`config.mk`:
```
export PLATFORM = sky130hd
export DESIGN_NAME = led_blink_multi
export DESIGN_NICKNAME = d
export VERILOG_FILES = /design/src/rtl/led_blink_pkg.sv /design/src/rtl/led_blink_chan.sv /design/src/rtl/led_blink_multi.sv
export SDC_FILE = /design/constraint.sdc
export NUM_CORES = 1
export LEC_CHECK = 0
export BUFFER_PORTS_ARGS = -buffer_cell sky130_fd_sc_hd__buf_2
export CORE_UTILIZATION = 70
export CTS_BUF_LIST = sky130_fd_sc_hd__clkbuf_2
export DETAILED_ROUTE_END_ITERATION = 8
export PLACE_DENSITY = 0.93
export SLEW_MARGIN = 20
export SYNTH_ARGS = -nofsm -noshare
export SYNTH_HDL_FRONTEND = slang
export SYNTH_SLANG_ARGS = --single-unit
```
`constraint.sdc`:
```
create_clock -name clk -period 5.5 [get_ports clk]
set_input_delay 0.825 -clock clk [delete_from_list [all_inputs] [get_ports clk]]
set_output_delay 0.825 -clock clk [all_outputs]
set_load 0.05 [all_outputs]
```
`src/rtl/led_blink_pkg.sv`:
```
// led_blink_pkg: shared definitions for the multi-channel LED driver.
//   mode_t : per-channel operating mode (OFF / ON / BLINK / PULSE)
//   PWM_W  : width of the optional brightness (duty) field and pwm counter
package led_blink_pkg;

    typedef enum logic [1:0] {
        MODE_OFF   = 2'd0,
        MODE_ON    = 2'd1,
        MODE_BLINK = 2'd2,
        MODE_PULSE = 2'd3
    } mode_t;

    localparam int PWM_W = 8;

endpackage

```
`src/rtl/led_blink_chan.sv`:
```
// led_blink_chan: one LED channel of led_blink_multi.
// Ports:
//   clk, rst   : clock, synchronous active-high reset
//   tick       : one-cycle prescaler tick (time base for BLINK/PULSE)
//   trig       : pulse trigger, level-sampled every clk (PULSE mode only)
//   we         : config write for this channel (already decoded)
//   cfg_mode   : new mode, cfg_half : new half-period in ticks
//   cfg_duty   : (LED_BLINK_MULTI_PWM_EN only) brightness 0..255
//   pwm_cnt    : (LED_BLINK_MULTI_PWM_EN only) shared free-running pwm counter
//   pwm_gate   : (LED_BLINK_MULTI_PWM_EN only) registered brightness gate
//   state      : registered on/off state of the channel
// Priority on one clk: config write > trig > tick.
module led_blink_chan
    import led_blink_pkg::*;
#(
    parameter int HALFW    = 10,
    parameter int DEF_HALF = 500
) (
    input  logic             clk,
    input  logic             rst,
    input  logic             tick,
    input  logic             trig,
    input  logic             we,
    input  mode_t            cfg_mode,
    input  logic [HALFW-1:0] cfg_half,
`ifdef LED_BLINK_MULTI_PWM_EN
    input  logic [PWM_W-1:0] cfg_duty,
    input  logic [PWM_W-1:0] pwm_cnt,
    output logic             pwm_gate,
`endif
    output logic             state
);

    mode_t            mode, mode_nxt;
    logic [HALFW-1:0] half, half_nxt;
    logic [HALFW-1:0] cnt, cnt_nxt;
    logic [HALFW-1:0] h_last;
    logic             active, active_nxt;
    logic             state_nxt;

    // half = 0 behaves as 1, so the terminal count is h-1 with h = max(half,1).
    always_comb begin
        h_last = (half == '0) ? '0 : half - HALFW'(1);
    end

    always_comb begin
        mode_nxt   = mode;
        half_nxt   = half;
        cnt_nxt    = cnt;
        active_nxt = active;
        state_nxt  = state;
        if (we) begin
            // A write swallows any trig or tick arriving in the same cycle.
            mode_nxt   = cfg_mode;
            half_nxt   = cfg_half;
            cnt_nxt    = '0;
            active_nxt = 1'b0;
            state_nxt  = (cfg_mode == MODE_ON);
        end else begin
            case (mode)
                MODE_OFF: begin
                    state_nxt = 1'b0;
                    cnt_nxt   = '0;
                end
                MODE_ON: begin
                    state_nxt = 1'b1;
                    cnt_nxt   = '0;
                end
                MODE_BLINK: begin
                    if (tick) begin
                        if (cnt >= h_last) begin
                            cnt_nxt   = '0;
                            state_nxt = ~state;
                        end else begin
                            cnt_nxt = cnt + HALFW'(1);
                        end
                    end
                end
                MODE_PULSE: begin
                    // Re-trigger restarts the count, extending the pulse.
                    if (trig) begin
                        state_nxt  = 1'b1;
                        cnt_nxt    = '0;
                        active_nxt = 1'b1;
                    end else if (tick && active) begin
                        if (cnt >= h_last) begin
                            state_nxt  = 1'b0;
                            active_nxt = 1'b0;
                        end else begin
                            cnt_nxt = cnt + HALFW'(1);
                        end
                    end
                end
                default: ;
            endcase
        end
    end

    always_ff @(posedge clk) begin
        if (rst) begin
            mode   <= MODE_OFF;
            half   <= HALFW'(DEF_HALF);
            cnt    <= '0;
            active <= 1'b0;
            state  <= 1'b0;
        end else begin
            mode   <= mode_nxt;
            half   <= half_nxt;
            cnt    <= cnt_nxt;
            active <= active_nxt;
            state  <= state_nxt;
        end
    end

`ifdef LED_BLINK_MULTI_PWM_EN
    logic [PWM_W-1:0] duty;

    always_ff @(posedge clk) begin
        if (rst) begin
            duty <= {PWM_W{1'b1}};
        end else if (we) begin
            duty <= cfg_duty;
        end
    end

    // Gate is high for duty+1 of every 256 counter values.
    always_ff @(posedge clk) begin
        pwm_gate <= (pwm_cnt <= duty);
    end
`endif

endmodule

```
`src/rtl/led_blink_multi.sv`:
```
// led_blink_multi: parametrised N-channel LED driver with a shared prescaler.
// Ports:
//   clk, rst  : clock, synchronous active-high reset
//   cfg_we    : one-cycle config write strobe; ignored when cfg_ch >= N
//   cfg_ch    : target channel
//   cfg_mode  : 0=OFF, 1=ON, 2=BLINK, 3=PULSE
//   cfg_half  : half-period / pulse length in ticks (0 behaves as 1)
//   cfg_duty  : (LED_BLINK_MULTI_PWM_EN only) per-channel brightness
//   trig      : per-channel pulse trigger
//   tick_o    : one-cycle prescaler tick, every PRESCALE clk
//   led       : LED drive
// Optional feature macro: LED_BLINK_MULTI_PWM_EN adds cfg_duty and a shared
// 8-bit pwm counter that dims each led by its stored duty.
module led_blink_multi
    import led_blink_pkg::*;
#(
    parameter  int N        = 4,
    parameter  int PRESCALE = 50000,
    parameter  int HALFW    = 10,
    parameter  int DEF_HALF = 500,
    localparam int CHW      = (N > 1) ? $clog2(N) : 1
) (
    input  logic             clk,
    input  logic             rst,
    input  logic             cfg_we,
    input  logic [CHW-1:0]   cfg_ch,
    input  logic [1:0]       cfg_mode,
    input  logic [HALFW-1:0] cfg_half,
`ifdef LED_BLINK_MULTI_PWM_EN
    input  logic [PWM_W-1:0] cfg_duty,
`endif
    input  logic [N-1:0]     trig,
    output logic             tick_o,
    output logic [N-1:0]     led
);

    localparam int PW = $clog2(PRESCALE);

    logic [PW-1:0] pcnt;
    logic          pcnt_last;
    logic          cfg_ok;

    assign pcnt_last = (pcnt == PW'(PRESCALE - 1));

    // tick_o is registered, so it rises the cycle after the wrap value.
    always_ff @(posedge clk) begin
        if (rst) begin
            pcnt   <= '0;
            tick_o <= 1'b0;
        end else begin
            tick_o <= pcnt_last;
            pcnt   <= pcnt_last ? '0 : pcnt + PW'(1);
        end
    end

    // Out-of-range channel numbers are possible when N is not a power of 2.
    assign cfg_ok = cfg_we && (32'(cfg_ch) < 32'(N));

`ifdef LED_BLINK_MULTI_PWM_EN
    logic [PWM_W-1:0] pwm_cnt;

    always_ff @(posedge clk) begin
        if (rst) begin
            pwm_cnt <= '0;
        end else begin
            pwm_cnt <= pwm_cnt + PWM_W'(1);
        end
    end
`endif

    for (genvar i = 0; i < N; i++) begin : g_ch
        logic st;
`ifdef LED_BLINK_MULTI_PWM_EN
        logic gate;
`endif

        led_blink_chan #(
            .HALFW    (HALFW),
            .DEF_HALF (DEF_HALF)
        ) u_chan (
            .clk      (clk),
            .rst      (rst),
            .tick     (tick_o),
            .trig     (trig[i]),
            .we       (cfg_ok && (cfg_ch == CHW'(i))),
            .cfg_mode (mode_t'(cfg_mode)),
            .cfg_half (cfg_half),
`ifdef LED_BLINK_MULTI_PWM_EN
            .cfg_duty (cfg_duty),
            .pwm_cnt  (pwm_cnt),
            .pwm_gate (gate),
`endif
            .state    (st)
        );

`ifdef LED_BLINK_MULTI_PWM_EN
        assign led[i] = st & gate;
`else
        assign led[i] = st;
`endif
    end

endmodule

```
==> Yosys cells after proc, flatten, opt, wreduce, memory -nomap -nowiden <==
Index checks and enable logic that the tools add are counted.
{ "word_totals": {"register_bits": 113, "in_bits": 21, "output_inout_bits": 5, "wordCells": 186} }
{ "op_classes": {"n_addsub": 9, "order_cmp": 4, "eq_ne": 45, "mux": 56, "bitwise": 4, "reduce_logical": 46} }
{ "op_table": {"columns": ["cell", "count"], "rows": [
  ["10-bit 2-to-1 mux", 24],
  ["10-bit case mux with 3 select lines", 4],
  ["10-bit by 1-bit adder with 10-bit output, second input constant", 4],
  ["10-bit >= comparator", 4],
  ["10-bit zero test", 4],
  ["10-bit by 1-bit subtractor with 10-bit output, second input constant", 4],
  ["4-bit by 2-bit inequality test with 1-bit output, second input constant", 8],
  ["1-bit 2-to-1 mux", 24],
  ["3-bit by 2-bit inequality test with 1-bit output, second input constant", 8],
  ["3-bit AND reduction", 8],
  ["2-bit == test, second input constant", 10],
  ["2-bit OR reduction", 9],
  ["16-bit by 1-bit adder with 16-bit output, second input constant", 1],
  ["16-bit == test, second input constant", 1],
  ["1-bit case mux with 4 select lines", 4],
  ["4-bit AND reduction", 4],
  ["2-bit nonzero test", 8],
  ["2-bit by 1-bit == test with 1-bit output, second input constant", 6],
  ["3-bit by 1-bit inequality test with 1-bit output, second input constant", 4],
  ["3-bit inequality test, second input constant", 4],
  ["2-bit zero test", 5],
  ["1-bit logical AND", 8],
  ["2-bit inequality test, second input constant", 4],
  ["1-bit inverter", 4]
]} }

==> Logic depth before layout (Yosys ltp) <==
{ "logic_depth": {"ltp_word": 8, "ltp_mapped": 15, "mapped_depth_nobuf": 14} }

==> Hierarchy <==
A second synthesis with hierarchy kept.
{ "unflattened": {"cells_unflattened": 869, "hier_area_um2": 7433.4} }
{ "by_module_without_submodules": {"columns": ["mod", "n_inst", "cells_per_inst", "area_each_um2", "seq_area_each_um2"], "rows": [
  ["led_blink_chan at g_ch[0].u_chan ...", 3, 195, 1645.3, 480.5],
  ["led_blink_chan at g_ch[1].u_chan", 1, 194, 1632.8, 480.5],
  ["led_blink_multi", 1, 90, 864.6, 340.3]
]} }

==> Worst setup path before layout <==
OpenSTA, ideal clock, no wires.
{ "synth_path": {"path_type": "register to register", "start": "register g_ch[1].u_chan.half[2]", "end": "register g_ch[1].u_chan.cnt[6]", "setup_time_ps": 92, "arrival_ps": 3007, "required_ps": 5408, "slack_ps": 2401, "stages_incl_launch_ff": 13, "path_buffers": 0, "period_less_slack_ps": 3099, "cell_sequence": "dfxtp_1 > or4_1 > nor4_1 > nand3b_1 > and2_1 > ha_1 > nand2b_1 > a21oi_1 > o21ai_0 > nand2_1 > a21oi_1 > o21ai_0 > nor4_1"} }
{ "synth_between": {"elab_chain_cells": 6, "word_cells_on_any_way": 9, "cone_classes": "add/sub: 1; order compare: 1; eq/ne: 1; mux: 4; reduce/logical: 2"} }
{ "synth_rtl": {"columns": ["element", "line", "source"], "rows": [
  ["start, declared", "led_blink_chan.sv:35", "logic [HALFW-1:0] half, half_nxt;"],
  ["start signal, assigned", "led_blink_chan.sv:102", "half <= HALFW'(DEF_HALF);"],
  ["start signal, assigned", "led_blink_chan.sv:108", "half <= half_nxt;"],
  ["10-bit by 1-bit subtractor with 10-bit output / 10-bit zero test (equally long branches)", "led_blink_chan.sv:43", "h_last = (half == '0) ? '0 : half - HALFW'(1);"],
  ["10-bit 2-to-1 mux (*)", "led_blink_chan.sv:43", null],
  ["10-bit >= comparator (*)", "led_blink_chan.sv:71, led_blink_chan.sv:86", null],
  ["10-bit 2-to-1 mux", "led_blink_chan.sv:71", "if (cnt >= h_last) begin"],
  ["10-bit 2-to-1 mux", "led_blink_chan.sv:70", "if (tick) begin"],
  ["10-bit case mux with 3 select lines", "led_blink_chan.sv:60", "case (mode)"],
  ["end signal, assigned", "led_blink_chan.sv:109", "cnt <= cnt_nxt;"],
  ["end, declared", "led_blink_chan.sv:36", "logic [HALFW-1:0] cnt, cnt_nxt;"]
]} }
Every way passes the cells marked *; elsewhere a longest branch is shown, timed or not. The select of a mux whose other input is x is not followed.
A chain may end at the register's enable or synchronous reset.

==> Final worst setup path <==
{ "layout_path": {"start": "register g_ch[1].u_chan.half[2]", "end": "register g_ch[1].u_chan.cnt[5]"} }
Same word-level chain as after synthesis.

==> impl_summary.txt <==
----------------------------------------------------
[Status]
  Status ... completed

[Drt]
  Number of antenna-violating nets in the routed design ... 0
  Wire length per cell after detailed routing ... 15.75 microns
  First-pass iteration count of the detailed router ... 5
  DRC violation count after routing ... 0
  Via count of the routed design ... 6333
  Final Routed Wirelength ... 16300 microns
  DR vias/cell ... 6.119
  DRT iter0 DRCs ... 301

[Die]
  Width of the die ... 100.5 microns
  Core Area ... 9328 sq um
  IO Pins ... 26
  Die boundary height ... 100.5 microns
  Die area ... 10100 sq um
  Standard-cell rows ... 35
  Starting Density ... 0.7282

[Synthesis]
  Mapped Nets ... 948
  Part of the Yosys area used for sequential elements ... 0.3330
  Most used standard cell by instance count after synthesis ... nand2_1
  Distinct cells, synth ... 66
  Leading cell types by total area after synthesis ... dfxtp_1, nand2_1, ha_1, nor2_1, a21oi_1
  Warnings, synthesis ... 0
  Average size of a mapped cell ... 7.772 sq um
  Biggest area consumer among synthesized cells ... dfxtp_1
  Number of instances in the synthesized netlist ... 874
  Post-synth design cell area ... 6793 sq um
  Top-area cell type share of the netlist area ... 0.3330
  Flop and latch count out of synthesis ... 113
  Top_reg_cell synth ... dfxtp_1
  Post-synth EDFFs ... 0
  Commonest cells in the netlist ... nand2_1, dfxtp_1, nor2_1, a21oi_1, ha_1
  Proportion of register bits with asynchronous set or reset after synthesis ... 0

[Timing]
  Total count of hold-check failures in the final report ... 0
  Highest clock rate ... 265.8 MHz
  Total negative slack ... 0 ps
  Setup repair after global routing missed its margin ... false
  Setup skew after layout ... 27.24 ps
  Max Slew Vio Count ... 0
  Final-report setup violation count ... 0
  Transition at the pin with the smallest max-transition slack ... 1014 ps
  Final period utilization ... 0.6841
  Worst slew margin relative to its limit ... 0.3216
  Min Tclk post-route ... 3763 ps

[Finish]
  Fraction of final layout cells with drive strength greater than 1 ... 0.07726
  Antenna fix cells ... 0
  Post-route core utilization ... 0.7685
  Post-layout net count ... 969
  Number of fill cells ... 663
  Synthesis-to-layout area growth ... 5.526%

[Power]
  Leak pwr ... 2.936 nW
  Power density relative to cell area ... 211.7 nW/um^2
  Worst VDD drop ... 0.1533 mV

[Setup path]
  Kind of start point of the critical path ... flop
  Crit path capture type ... flop
  Worst EP arrival ... 4360 ps
  Peak fanout along the critical path ... 9
  Reg-to-Reg End ... g_ch[1].u_chan.cnt[5]
  Reg2reg path depth ... 11
  Critical Setup Path Class ... reg2reg
  Critical register-to-register path startpoint ... g_ch[1].u_chan.half[2]
  Worst R2R Setup Slack ... 1740 ps
  Critical Path RT ... 6100 ps

[Clock tree]
  H-tree depth reported by CTS ... 4
  CTS tree ... done
  Clock-pin slew of the registers on the worst-case setup and hold paths ... 170 ps
  Clock Latency Late Sink ... 670 ps
  Number of buffers inserted by hold repair at cts ... 0
  Clock sink count ... 113
  Number of buffers between clock root and the deepest sink ... 2
  Clock root buffer master ... clkbuf_2
  Number of gates resized after cts ... 0
  Num CTS Buffers ... 17
  Post-CTS setup buffer count ... 0

[GRT]
  Pin count of the biggest net entering global routing ... 39
  Remaining global-route overflow ... 0
  Wire length of the first global-routing pass ... 27390 microns
  Antenna violations before repair ... 0
  Aggregate global-route resource usage ... 0.3427
  Number of global-route vias before repair ... 6054

[Hold path]
  Min-Delay Startpoint ... cfg_half[9]
  Hold Path Sink ... g_ch[2].u_chan.half[9]
  Type of the tightest min-delay check ... in2reg
  Hold Path Depth ... 3

[Run]
  Reported max-cap violation count ... 0

[Placement]
  Global placer's final weighted congestion ... 0.8898
  Post-DP HPWL ... 11930 microns
  # port buffers ... 25

----------------------------------------------------
==> state kept, by name (all words and copies together) (netlist names) <==
signal	flops
g_ch.u_chan.mode	8
g_ch.u_chan.half	40
tick_o	1
g_ch.u_chan.cnt	40
g_ch.u_chan.active	4
g_ch.u_chan.state	4
pcnt	16
==> layer usage <==
layer / up-vias / share of wire / global-route usage / wire (microns)
met3: 53 / 0.062 / 0.07836 / 1010
met2: 224 / 0.49 / 0.5975 / 8037
met5: - / 0 / 0 / 0
met4: 0 / 0.030 / 0.1572 / 484
li1: 3082 / - / - / -
met1: 2974 / 0.42 / 0.4001 / 6766
==> placed cells by master, fill, tap and decap left out, types with 27 or more instances in the layout <==
| master | instances |
|---|---|
| ha_1 | 53 |
| nand3b_1 | 27 |
| a21oi_1 | 61 |
| nand2_1 | 183 |
| o21ai_0 | 27 |
| inv_1 | 29 |
| nor2_1 | 86 |
| nand3_1 | 35 |
| dfxtp_1 | 113 |
| xor2_1 | 34 |
==> metrics by stage <==
step	cell area [sq um]	instances	power [mW]	hold slack, ps	setup slack (ps)
final	7168	1035	1.518	431.8	1737
after global routing	7168	1035	1.577	388.8	1377
after CTS	7168	1035	1.515	411.0	1817
after detailed placement	6975	1005	1.029	449.3	1898
after global placement	6975	1005	1.018	427.1	2162
after floorplan	6793	874	0.9823	417.6	2401
==> layout make-up <==
class / instances / area, sq um / area share
Inverter: 29 / 108.9 / 0.01519
Clock buffer: 19 / 95.09 / 0.01327
Clock inverter: 11 / 97.59 / 0.01361
Multi-Input combinational cell: 707 / 4303 / 0.6003
Tap cell: 129 / 161.4 / 0.02252
Sequential cell: 113 / 2262 / 0.3156
Timing Repair Buffer: 27 / 140.1 / 0.01955
==> worst max-delay path, stage by stage, from the launching register on <==
cell	delay, ps
dfxtp_1	380
or4_1	610
nor4_1	290
nand3b_1	310
nand2_1	150
ha_1	260
a2111oi_0	450
o21ai_0	250
a21oi_2	270
nand3_1	250
or3_1	400
o21ai_0	80
==> cell families (layout without fill, tap and decap cells) <==
logic type	Yosys count	count (layout)	share of synthesized area
XOR/XNOR	58	58	0.07478
adder cells (fa/ha/maj)	53	53	0.09762
AO/OA/AOI/OAI	142	142	0.1383
multiplexers	4	4	0.005895
buffers and inverters	54	86	0.03352
AND/OR/NAND/NOR	450	450	0.3168
flip-flops	113	113	0.3330
==> power breakdown <==
group / leakage, nW / total, mW / switching [mW] / internal (mW)
combinational: 1.89 / 0.155 / 0.0968 / 0.0584
sequential: 0.917 / 0.861 / 0.0226 / 0.838
clock: 0.128 / 0.502 / 0.306 / 0.196
total: 2.94 / 1.52 / 0.426 / 1.09
==> worst max path at each step <==
stage	from	endpoint	slack [ps]
2_1_floorplan	g_ch[1].u_chan.half[2]	g_ch[1].u_chan.cnt[6]	2400
3_3_place_gp	g_ch[1].u_chan.half[2]	g_ch[1].u_chan.cnt[6]	2160
3_5_place_dp	g_ch[1].u_chan.half[2]	g_ch[1].u_chan.cnt[5]	1900
4_1_cts	g_ch[1].u_chan.half[2]	g_ch[1].u_chan.cnt[5]	1820
5_1_grt	g_ch[1].u_chan.half[2]	g_ch[1].u_chan.cnt[5]	1380
6_report	g_ch[1].u_chan.half[2]	g_ch[1].u_chan.cnt[5]	1740
Power figures use the tool's default switching activity.
